`src/rtl/hc595_shift_out.sv`:
```
// hc595_shift_out: serialises {seg, sel} into two cascaded 74HC595s.
// It then pulses ST_CP so the display pins update atomically.
// Optional build macro: HC595_CHANGE_ONLY_EN. When it is defined, a frame is
// sent only when the input word differs from the last latched word.
module hc595_shift_out #(
  parameter int CLK_DIV = 2
) (
  input  logic       clk,
  input  logic       rst_n,
  input  logic       en,
  input  logic [7:0] sel,
  input  logic [7:0] seg,
  output logic       sh_cp,
  output logic       st_cp,
  output logic       ds,
  output logic       oe_n,
  output logic       busy,
  output logic       frame_done
);

  typedef enum logic [1:0] {
    IDLE  = 2'd0,
    LOAD  = 2'd1,
    SHIFT = 2'd2,
    LATCH = 2'd3
  } state_t;

  // Last count value of a CLK_DIV-long phase.
  localparam logic [7:0] PHASE_LAST = 8'(CLK_DIV - 1);

  state_t      state_r;
  logic [15:0] shift_r;
  logic [3:0]  bit_r;
  logic [7:0]  phase_r;

  logic [15:0] word_s;
  logic        start_s;
  logic        phase_end_s;
  logic        finish_s;

`ifdef HC595_CHANGE_ONLY_EN
  logic [15:0] last_word_r;
  logic        last_valid_r;
`endif

  assign word_s      = {seg, sel};
  assign phase_end_s = (phase_r == PHASE_LAST);

  // Decide whether IDLE may launch a new frame this cycle.
  always_comb begin
    start_s = 1'b0;
`ifdef HC595_CHANGE_ONLY_EN
    if (en && ((word_s != last_word_r) || !last_valid_r)) begin
      start_s = 1'b1;
    end else begin
      start_s = 1'b0;
    end
`else
    if (en) begin
      start_s = 1'b1;
    end else begin
      start_s = 1'b0;
    end
`endif
  end

  // The last cycle of the ST_CP high phase ends the frame.
  always_comb begin
    finish_s = 1'b0;
    if ((state_r == LATCH) && phase_end_s && st_cp) begin
      finish_s = 1'b1;
    end else begin
      finish_s = 1'b0;
    end
  end

  // Frame sequencer: LOAD capture, 16 SH_CP bit slots, ST_CP latch pulse.
  always_ff @(posedge clk) begin
    if (!rst_n) begin
      state_r    <= IDLE;
      shift_r    <= 16'h0000;
      bit_r      <= 4'd0;
      phase_r    <= 8'd0;
      sh_cp      <= 1'b0;
      st_cp      <= 1'b0;
      ds         <= 1'b0;
      busy       <= 1'b0;
      frame_done <= 1'b0;
    end else begin
      frame_done <= 1'b0;
      case (state_r)
        IDLE: begin
          sh_cp   <= 1'b0;
          st_cp   <= 1'b0;
          phase_r <= 8'd0;
          bit_r   <= 4'd0;
          if (start_s) begin
            // The word is frozen here; later input changes wait for the next frame.
            state_r <= LOAD;
            shift_r <= word_s;
            ds      <= word_s[15];
            busy    <= 1'b1;
          end else begin
            busy    <= 1'b0;
          end
        end

        LOAD: begin
          // First bit is already on DS; its low phase starts next cycle.
          state_r <= SHIFT;
          phase_r <= 8'd0;
          bit_r   <= 4'd0;
        end

        SHIFT: begin
          if (phase_end_s) begin
            phase_r <= 8'd0;
            if (!sh_cp) begin
              sh_cp <= 1'b1;
            end else if (bit_r == 4'd15) begin
              // The last falling edge of SH_CP opens the latch phase.
              sh_cp   <= 1'b0;
              state_r <= LATCH;
            end else begin
              // DS changes only together with the SH_CP falling edge.
              sh_cp   <= 1'b0;
              bit_r   <= bit_r + 4'd1;
              shift_r <= {shift_r[14:0], 1'b0};
              ds      <= shift_r[14];
            end
          end else begin
            phase_r <= phase_r + 8'd1;
          end
        end

        LATCH: begin
          sh_cp <= 1'b0;
          if (phase_end_s) begin
            phase_r <= 8'd0;
            if (!st_cp) begin
              st_cp <= 1'b1;
            end else begin
              st_cp      <= 1'b0;
              busy       <= 1'b0;
              frame_done <= 1'b1;
              state_r    <= IDLE;
            end
          end else begin
            phase_r <= phase_r + 8'd1;
          end
        end

        default: begin
          state_r <= IDLE;
          sh_cp   <= 1'b0;
          st_cp   <= 1'b0;
          busy    <= 1'b0;
          phase_r <= 8'd0;
          bit_r   <= 4'd0;
        end
      endcase
    end
  end

  // Blank the display when refresh stops; unblank only once a full frame is latched.
  always_ff @(posedge clk) begin
    if (!rst_n) begin
      oe_n <= 1'b1;
    end else if (!en) begin
      oe_n <= 1'b1;
    end else if (finish_s) begin
      oe_n <= 1'b0;
    end else begin
      oe_n <= oe_n;
    end
  end

`ifdef HC595_CHANGE_ONLY_EN
  // Remember the word at capture; it is marked valid once its frame is latched.
  always_ff @(posedge clk) begin
    if (!rst_n) begin
      last_word_r  <= 16'h0000;
      last_valid_r <= 1'b0;
    end else begin
      if ((state_r == IDLE) && start_s) begin
        last_word_r <= word_s;
      end else begin
        last_word_r <= last_word_r;
      end
      if (finish_s) begin
        last_valid_r <= 1'b1;
      end else begin
        last_valid_r <= last_valid_r;
      end
    end
  end
`endif

endmodule
```
`config.mk`:
```
export PLATFORM = sky130hd
export DESIGN_NAME = hc595_shift_out
export DESIGN_NICKNAME = d
export VERILOG_FILES = /design/src/rtl/hc595_shift_out.sv
export SDC_FILE = /design/constraint.sdc
export NUM_CORES = 1
export LEC_CHECK = 0
export CORE_MARGIN = 4
export CORE_UTILIZATION = 45
export CTS_CLUSTER_DIAMETER = 100
export DETAILED_ROUTE_END_ITERATION = 8
export PLACE_DENSITY_LB_ADDON = 0.05
export SLEW_MARGIN = 0
export SYNTH_ARGS = -nofsm -noshare
export SYNTH_HDL_FRONTEND = slang
export SYNTH_SLANG_ARGS = --single-unit
export TNS_END_PERCENT = 50
```
`constraint.sdc`:
```
create_clock -name clk -period 4.65 [get_ports clk]
set_input_delay 0.465 -clock clk [delete_from_list [all_inputs] [get_ports clk]]
set_output_delay 0.465 -clock clk [all_outputs]
set_load 0.02 [all_outputs]
```
==> run metrics <==
CP Class register to register; most numerous cell in the Yosys netlist dfxtp_1; Residual DRC 0; vias in the first global route between 1,000 and 1,500; share of cells above drive strength 1 approximately 6.7%; die height roughly 70 um; register area share after synthesis 40.2%; status complete, no violations; Via Count about 1,400; Synth cell types 39; number of port buffers 24; post-CTS setup buffers 0; pin count of the biggest net entering global routing 24; synth top area cells dfxtp_1, mux2i_1, a211oi_1; YS warnings 0; Leak 0.000718 uW; Clock Sinks 35; Main synth FF type dfxtp_1; Tcrit/Tclk final 60.2%; DRT Wirelength 3.65 mm; first-pass GRT wire length 6.25 mm; Post-Syn Nets 214; # hold bufs at CTS 0; Core Rows 22; synth cell count leaders dfxtp_1, a21oi_1, mux2i_1; Final Util a little under three fifths; WP data required 4.77 ns; FF+latch count, synth 35; CTS H-tree depth 2; die width 70.2 um; initial antenna violation count 0; Post-Synthesis Cell Area approximately 1700 um^2; GP Congestion 0.757; CP endpoint kind register; wire length per cell 14.2 um; core area ~3700 um^2; Area Growth Syn to Fin 18.5%; post-CTS sizing 0; Worst Hold Class register to register; DRT iter0 DRCs 120; setup TNS 0 ns; Period minus WS final 2.80 ns; maximum vdd drop between 0.2 and 0.25 mV; max-slew violations 0; Power Density 517 nW/um^2; Clock Skew 0.00925 ns; post-synth top area share 40.2%; worst slew pin tran 1.10 ns; Hold Violations, Final 0; cell taking the most area after synthesis dfxtp_1; Root Driver clkbuf_8; critical path arrival 2.92 ns; TritonCTS clock tree built; starting density of the core 47.3%; CP max FO 23; die area 4930 um^2; crit start category register; DR pass1 iterations 4; DP HPWL 2.57 mm; final setup fails 0; syn avg cell area a little over 9 um^2; grt ovf 0; FMAX 357 MHz; unrepaired setup endpoints after global routing false; gr usage total ~16%; Routed Antenna Nets 0; Num CTS Buffers 5; Clock transition at path regs 0.07 ns; worst rel slew slack a little over a quarter; Layout Nets 236; IO Count 25; clk_lat worst skew between 0.2 and 0.3 ns; Synth Instances 187; asr flop ratio synth 0%; total of max-cap violations 0; Max Buffers Root-to-Sink 2; vias per cell 5.47; diode count 0; Post-synth EDFFs 0
per-layer routing:
metal / vias to the layer above / global-route usage (%) / wire, um
met1: 648 / 18.0 / 1670
met2: 33 / 26.4 / 1770
li1: 724 / - / -
met4: 0 / 6.38 / 19
met3: 2 / 4.75 / 181
met5: - / 0 / 0
logic make-up after synthesis:
family                     count (synthesis)  share of synthesized area [%]
adders and majority gates                  8                           5.74
muxes                                     17                           9.76
DFF                                       35                           40.2
xor gates and xnor gates                   6                           3.02
and+or+nand+nor                           53                           16.7
buffers and inverters                     15                           5.24
AOI/OAI and AO/OA                         53                           19.3
cell usage in the layout, fill, tap and decap left out, types with 8 or more instances in the layout:
cell type	netlist	routed
a21oi_1	22	22
ha_1	8	8
mux2i_1	17	17
clkdlybuf4s50_1	0	24
a211oi_1	15	15
dfxtp_1	35	35
nor2_1	13	13
nand3_1	9	9
nand2_1	8	8
registers in the layout, indices dropped and copies added (netlist names):
name	cells
busy	1
sh_cp	1
state_r	2
shift_r	15
ds	1
phase_r	8
bit_r	4
frame_done	1
oe_n	1
st_cp	1
power breakdown:
| part | switching (uW) | internal (uW) | total (uW) |
|---|---|---|---|
| Sequential | 40.5 | 370 | 411 |
| Clock | 106 | 116 | 222 |
| Combinational | 251 | 185 | 435 |
critical path: stages (launching register included):
cell      delay, ns
dfxtp_1        0.34
inv_1          0.13
ha_1           0.91
a41o_2         0.54
and2_1         0.56
a211oi_1       0.16
per-stage QoR:
step	hold slack, ns	power [uW]	setup WS [ns]	cells	instance area, um^2
floorplan	0.433	796	2.79	187	1740
global placement	0.439	833	1.99	250	1980
detailed placement	0.450	852	1.85	250	1980
CTS	0.467	1080	1.83	257	2070
global route	0.500	1150	1.65	257	2070
finish	0.467	1070	1.85	257	2070
area by class of cell:
class | count | area [um^2]
Fill cell | 348 | 1620
Clock inverter | 1 | 5.00
Multi-Input combinational cell | 137 | 951
Tap cell | 48 | 60.1
Clock buffer | 6 | 82.6
Inverter | 5 | 18.8
Timing Repair Buffer | 25 | 248
Sequential cell | 35 | 701
final timing paths:
kind	from	to	slack [ns]	cells past startpoint
setup / recovery	state_r[0]$_SDFFE_PN0P_	shift_r[4]$_SDFFE_PN0P_	1.85	5
hold / removal	oe_n$_SDFFE_PN1P_	oe_n$_SDFFE_PN1P_	0.47	1
setup reg to reg	state_r[0]$_SDFFE_PN0P_	shift_r[4]$_SDFFE_PN0P_	1.85	5
hold reg to reg	oe_n$_SDFFE_PN1P_	oe_n$_SDFFE_PN1P_	0.47	1
Note: power is estimated with default switching activity, not from simulation.
